===== src/rtl/regfile_pkg.sv =====
// ============================================================================
//  regfile_pkg : shared sizing constants for the 32-entry register file
//  Rev 1.0
// ============================================================================
`default_nettype none

package regfile_pkg;

    localparam int DATA_W   = 32;
    localparam int ADDR_W   = 5;
    localparam int ZERO_REG = 0;

endpackage : regfile_pkg

`default_nettype wire


===== src/rtl/rf_word.sv =====
// ============================================================================
//  rf_word : one DATA_W-bit storage word, load-enabled, async active-low clear
//  Rev 1.0
// ============================================================================
`default_nettype none

module rf_word #(
    parameter int DATA_W = regfile_pkg::DATA_W
) (
    input  logic              clk,
    input  logic              rst_n,
    input  logic              en,
    input  logic [DATA_W-1:0] d,
    output logic [DATA_W-1:0] q
);

    import regfile_pkg::*;

    logic [DATA_W-1:0] data_d;
    logic [DATA_W-1:0] data_q;

    always_comb begin
        data_d = en ? d : data_q;
    end

    // Reset has priority over a coincident clock edge, so a pending write is lost.
    always_ff @(posedge clk or negedge rst_n) begin
        if (!rst_n) begin
            data_q <= '0;
        end else begin
            data_q <= data_d;
        end
    end

    assign q = data_q;

endmodule : rf_word

`default_nettype wire


===== src/rtl/regfile32.sv =====
// ============================================================================
//  regfile32 : 2-read / 1-write register file, word 0 hard-wired to zero
//  Rev 1.0
// ============================================================================
`default_nettype none

module regfile32 #(
    parameter int DATA_W = regfile_pkg::DATA_W,
    parameter int ADDR_W = regfile_pkg::ADDR_W
) (
    input  logic              clk,
    input  logic              rst_n,
    input  logic              we,
    input  logic [ADDR_W-1:0] waddr,
    input  logic [DATA_W-1:0] wdata,
    input  logic [ADDR_W-1:0] raddr1,
    output logic [DATA_W-1:0] rdata1,
    input  logic [ADDR_W-1:0] raddr2,
    output logic [DATA_W-1:0] rdata2
);

    import regfile_pkg::*;

    localparam int DEPTH = 2 ** ADDR_W;

    logic [DEPTH-1:1]  w_en;
    logic [DATA_W-1:0] word_q [DEPTH];

    // Word 0 has no storage; it is the constant-zero input of both read muxes.
    assign word_q[ZERO_REG] = '0;

    generate
        for (genvar i = 1; i < DEPTH; i++) begin : g_word
            assign w_en[i] = we & (waddr == ADDR_W'(i));

            rf_word #(
                .DATA_W (DATA_W)
            ) u_word (
                .clk   (clk),
                .rst_n (rst_n),
                .en    (w_en[i]),
                .d     (wdata),
                .q     (word_q[i])
            );
        end
    endgenerate

    // Reads are straight from the flops: no bypass of a same-cycle write.
    assign rdata1 = word_q[raddr1];
    assign rdata2 = word_q[raddr2];

endmodule : regfile32

`default_nettype wire


===== config.mk =====
export PLATFORM = sky130hd
export DESIGN_NAME = regfile32
export DESIGN_NICKNAME = d
export VERILOG_FILES = /design/src/rtl/regfile_pkg.sv /design/src/rtl/rf_word.sv /design/src/rtl/regfile32.sv
export SDC_FILE = /design/constraint.sdc
export NUM_CORES = 2
export LEC_CHECK = 0
export ABC_AREA = 1
export CAP_MARGIN = 0
export CELL_PAD_IN_SITES_DETAIL_PLACEMENT = 1
export CELL_PAD_IN_SITES_GLOBAL_PLACEMENT = 2
export CORE_ASPECT_RATIO = 0.9
export CORE_MARGIN = 1.5
export CORE_UTILIZATION = 25
export CTS_CLUSTER_DIAMETER = 60
export DETAILED_ROUTE_END_ITERATION = 12
export GPL_TIMING_DRIVEN = 0
export PLACE_DENSITY_LB_ADDON = 0.1
export SYNTH_ARGS = -nofsm -noshare
export SYNTH_HDL_FRONTEND = slang
export SYNTH_SLANG_ARGS = --single-unit

===== constraint.sdc =====
create_clock -name clk -period 2.35 [get_ports clk]
set_input_delay 0.47 -clock clk [delete_from_list [all_inputs] [get_ports clk]]
set_output_delay 0.47 -clock clk [all_outputs]
set_load 0.005 [all_outputs]

; ---- Word level (Yosys, flattened, before mapping)
; Index checks and enable logic that the tools add are counted.
[classes]
order_cmp = 2
n_eq_ne = 31
mux = 6
bitwise_logic = 33
[op_table]
columns = operator, n
row1 = 32-bit binary-select mux with 5-bit select, 2
row2 = 32-bit two-way mux, 4
row3 = "5-bit equality test, second input constant", 16
row4 = "5-bit by 4-bit equality test with 1-bit output, second input constant", 8
row5 = 1-bit AND, 31
row6 = "5-bit by 3-bit equality test with 1-bit output, second input constant", 4
row7 = "6-bit >= comparator, second input constant", 2
row8 = 5-bit inverter with 6-bit output, 2
row9 = "5-bit by 2-bit equality test with 1-bit output, second input constant", 2
row10 = "5-bit by 1-bit equality test with 1-bit output, second input constant", 1
[totals]
ff_bits = 992
inputBits = 50
out_inout_bits = 64
word_cells = 103

; ---- Depth between registers and ports, before layout
[depth]
ltp_word = 4
depth_mapped = 12
depth_no_buf = 8

; ---- Cells and area by module
; Synthesis repeated with hierarchy kept, for this count alone.
[unflattened]
hier_cells = 9242
hier_area_um2 = 61596.6
[by_module_without_submodules]
columns = mod, instances, cells_each, area_per_inst_um2, seq_area_each_um2
row1 = rf_word, 31, 136, 1292.5, 800.8
row2 = regfile32, 1, 5026, 21529.4, 0.0

; ---- Worst setup path before layout
; No wires, ideal clock.
[synth_path]
path_kind = in2out
start = input raddr2[0]
end = output rdata2[25]
arrival_time_ns = 1.497
required_time_ns = 1.880
path_slack_ns = 0.383
path_stages = 11
n_path_buf = 4
cell_sequence = buf_2 inv_2 buf_6 buf_4 buf_2 nand2_1 nand3_1 nand3_1 nand3_1 nand3_1 nand2_1
[synth_between]
elab_chain_len = 4
[synth_lines]
columns = element, line
row1 = "start, declared", regfile32.sv:18  ; input logic [ADDR_W-1:0] raddr2,
row2 = 5-bit inverter with 6-bit output (not written as such), regfile32.sv:50  ; assign rdata2 = word_q[raddr2];
row3 = 32-bit binary-select mux with 5-bit select, regfile32.sv:50
row4 = 32-bit two-way mux (not written as such) (2 in a row), regfile32.sv:50
row5 = "end, declared", regfile32.sv:19  ; output logic [DATA_W-1:0] rdata2
; No other way between the ends. The select of a mux whose other input is x is not followed.

; ---- Final worst setup path
[layout_path]
start = input raddr2[0]
end = output rdata2[14]
; Same word-level chain as after synthesis.

==> impl_metrics.yaml <==
yosys:
  syn_inst: 8309
  synth_area_leader_cell: "dfrtp_1"
  yosys_warnings: 0
  yosysSeqAreaShare: 0.442
  ys_types: 19
  synth_common_cells: "nand2_1, nand3_1, dfrtp_1"
  ys_seq_elements: 992
  synth_ff_type: "dfrtp_1"
  yosysMostFrequentCell: "nand2_1"
  synth_edf_count: 0
  syn_area_sq_mm: 0.0562
  synth_nets: 8359
  async_flop_share: 1.00
  synth.top_cell.area_share: 0.442
  ys_top_cells_by_area: "dfrtp_1, nand2_1, nand3_1"
  postSynthAreaPerCell_sq_um: 6.76
setup_path:
  crit_chain: "buf_12 > clkinv_8 > buf_16 > buf_12 > clkbuf_16 > clkbuf_16 > nand2_1 > nand3_1 > nand3_1 > nand3_2 > nand3_4 > nand2_4 > buf_6"
  cp_top_family: "buffers and inverters"
  cpPeakStageDelay_ns: 0.19
  worstSetupEndpointType: "output port"
  cp-start-kind: "input port"
  r2r-start: "g_word[16].u_word.q[25]"
  crit_buf_inv: 7
  crit_slowest_cell: "clkbuf_16"
  cp.arrival_ns: 2.19
  worstSetupPathType: "input port to output port"
  critPathLaunch: "raddr2[0]"
  required_ns: 1.88
  worstPathMaxFanout: 7
global_routing:
  grt_antenna_before_repair: 22
  overflow: 0
  grt_usage: 0.320
  grt_pass1_wl_mm: 507
  grt_max_degree: 147
  grt_pass1_vias: 62000
placed_design:
  dpl_cell_area_sq_mm: 0.0612
  gp_congestion: 0.965
  dp.final_hpwl_mm: 275
  port_buffers: 108
power:
  vdd_drop_max_uv: 841
  power_density_mw_per_mm2: 821
  p_leak_nw: 35.7
sta:
  fin_skew_ns: 0
  relSlewSlack: 0.260
  max_freq_ghz: 0.376
  finalCriticalPeriod_ns: 2.66
  finalSetupViolations: 64
  setup_slack_ns: -0.312
  hold_viol_final: 137
  grt_setup_unrepaired: "yes"
  tightestPinTransition_ns: 1.11
  whs_ns: -0.407
  slew_viol_final: 0
  period_share: 1.13
floorplanning:
  die-area_sq_mm: 0.228
  dieHeight_um: 453
  fp.dieW_um: 503
  num_rows: 164
  start_util: 0.252
  num_io_pins: 114
  coreArea_sq_mm: 0.223
drt:
  via_per_inst: 5.33
  drt-wirelength-per-cell_um: 31.7
  dr.first_iter.drc_count: 6199
  remaining_drc_errors: 0
  first_pass_iters: 6
  ant_nets: 0
  detail_route.wirelength_mm: 375
  vias: 63100
clock_network:
  tritoncts: "built"
  cts.clk_slew.worst_paths_ns: 0.05
  htreeDepth: 4
  cts_buffers: 151
  clock_sinks: 992
  cts_root_buf: "clkbuf_16"
  clkLatencyLatePin_ns: 0.83
  clock_path_buffers: 3
layout:
  nets: 8765
  n_fill_cell: 26800
  final_cell_area_sq_mm: 0.0767
  drive_gt1_frac: 0.246
  regArea_sq_mm: 0.0248
  syn2layout_area_growth_pct: 36.4
  largest_reg_flops: 992
  multiInputGateArea_sq_mm: 0.0313
  post-route-util: 0.344
min_path:
  holdCritPathClass: "input port to asynchronous set/reset pin"
run:
  cap_viol_max_count: 0
run_status:
  status: "complete, but fails checks"
  violations: "hold timing, setup timing"
worst paths after layout:
path                            slack (ns)  depth (start not counted)                 endpoint
worst max-delay path                 -0.31                         13               rdata2[14]
worst max register to register        1.41                          4  g_word[16].u_word.q[25]
worst min register to register        0.48                          2   g_word[3].u_word.q[20]
worst min-delay path                 -0.41                          1    g_word[7].u_word.q[6]
min in group clk                      0.29                          3   g_word[3].u_word.q[26]
max in group asynchronous             0.25                          4  g_word[29].u_word.q[29]
power by group:
part	total, mW	switching, mW	internal, mW
Sequential	22.6	2.30	20.3
Clock	24.7	9.76	14.9
Combinational	15.7	10.4	5.35
Total	63.0	22.4	40.5
metrics by stage:
stage	setup TNS, ns	setup WS (ns)	std cells	total power [mW]
after floorplan	0	0.383	8309	29.4
after global placement	-	-50.17	11400	34.8
after detailed placement	-792.36	-2.81	11400	35.3
after CTS	-24.63	-0.685	11700	61.8
after global routing	-15.85	-0.328	11800	65.7
final	-14.17	-0.312	11800	63.0
final cells by class:
cell class,count,share of cell area
inverters,754,0.0375
well taps,2988,0.0488
clock buffers,202,0.0562
diodes,8,0.000261
clock inverters,74,0.0125
repair buffers,254,0.0376
multi-input cells,5874,0.408
flip-flops and latches,992,0.324
plain buffers,688,0.0750
placed cells by master, fill, tap and decap left out, types with 54 or more instances in the layout:
cell type / count
nand2_1: 2673
o21ai_0: 905
o21ai_1: 87
clkbuf_1: 287
buf_6: 140
inv_2: 208
nand3_4: 107
nand3_1: 817
dfrtp_1: 988
nand2_4: 70
nand3_2: 617
buf_12: 54
a21oi_1: 203
nor2_1: 126
buf_4: 150
clkbuf_8: 67
inv_1: 538
nand2_2: 198
clkbuf_4: 63
clkbuf_16: 180
kinds of logic after synthesis:
group,after synthesis,share of synthesized area
compound gates,1248,0.111
buf+inv,1443,0.102
simple gates,4626,0.345
flops,992,0.442
routing by layer:
| metal | routed length [um] | part of all wire | track usage | vias to the layer above |
|---|---|---|---|---|
| li1 | - | - | - | 27500 |
| met1 | 173000 | 0.46 | 0.459 | 32700 |
| met2 | 161000 | 0.43 | 0.484 | 2368 |
| met3 | 25600 | 0.068 | 0.0492 | 552 |
| met4 | 15500 | 0.041 | 0.114 | 2 |
| met5 | 13 | 0.000035 | 0 | - |
repair_timing:
action                                  CTS  global route
gates cloned                              7            11
pin swaps                               235           401
buffers inserted                         41            84
setup endpoints to repair               154           184
gates resized for setup                1925           834
endpoints found under the hold margin   137           137
No activity file was read; power rests on OpenSTA's default activity.
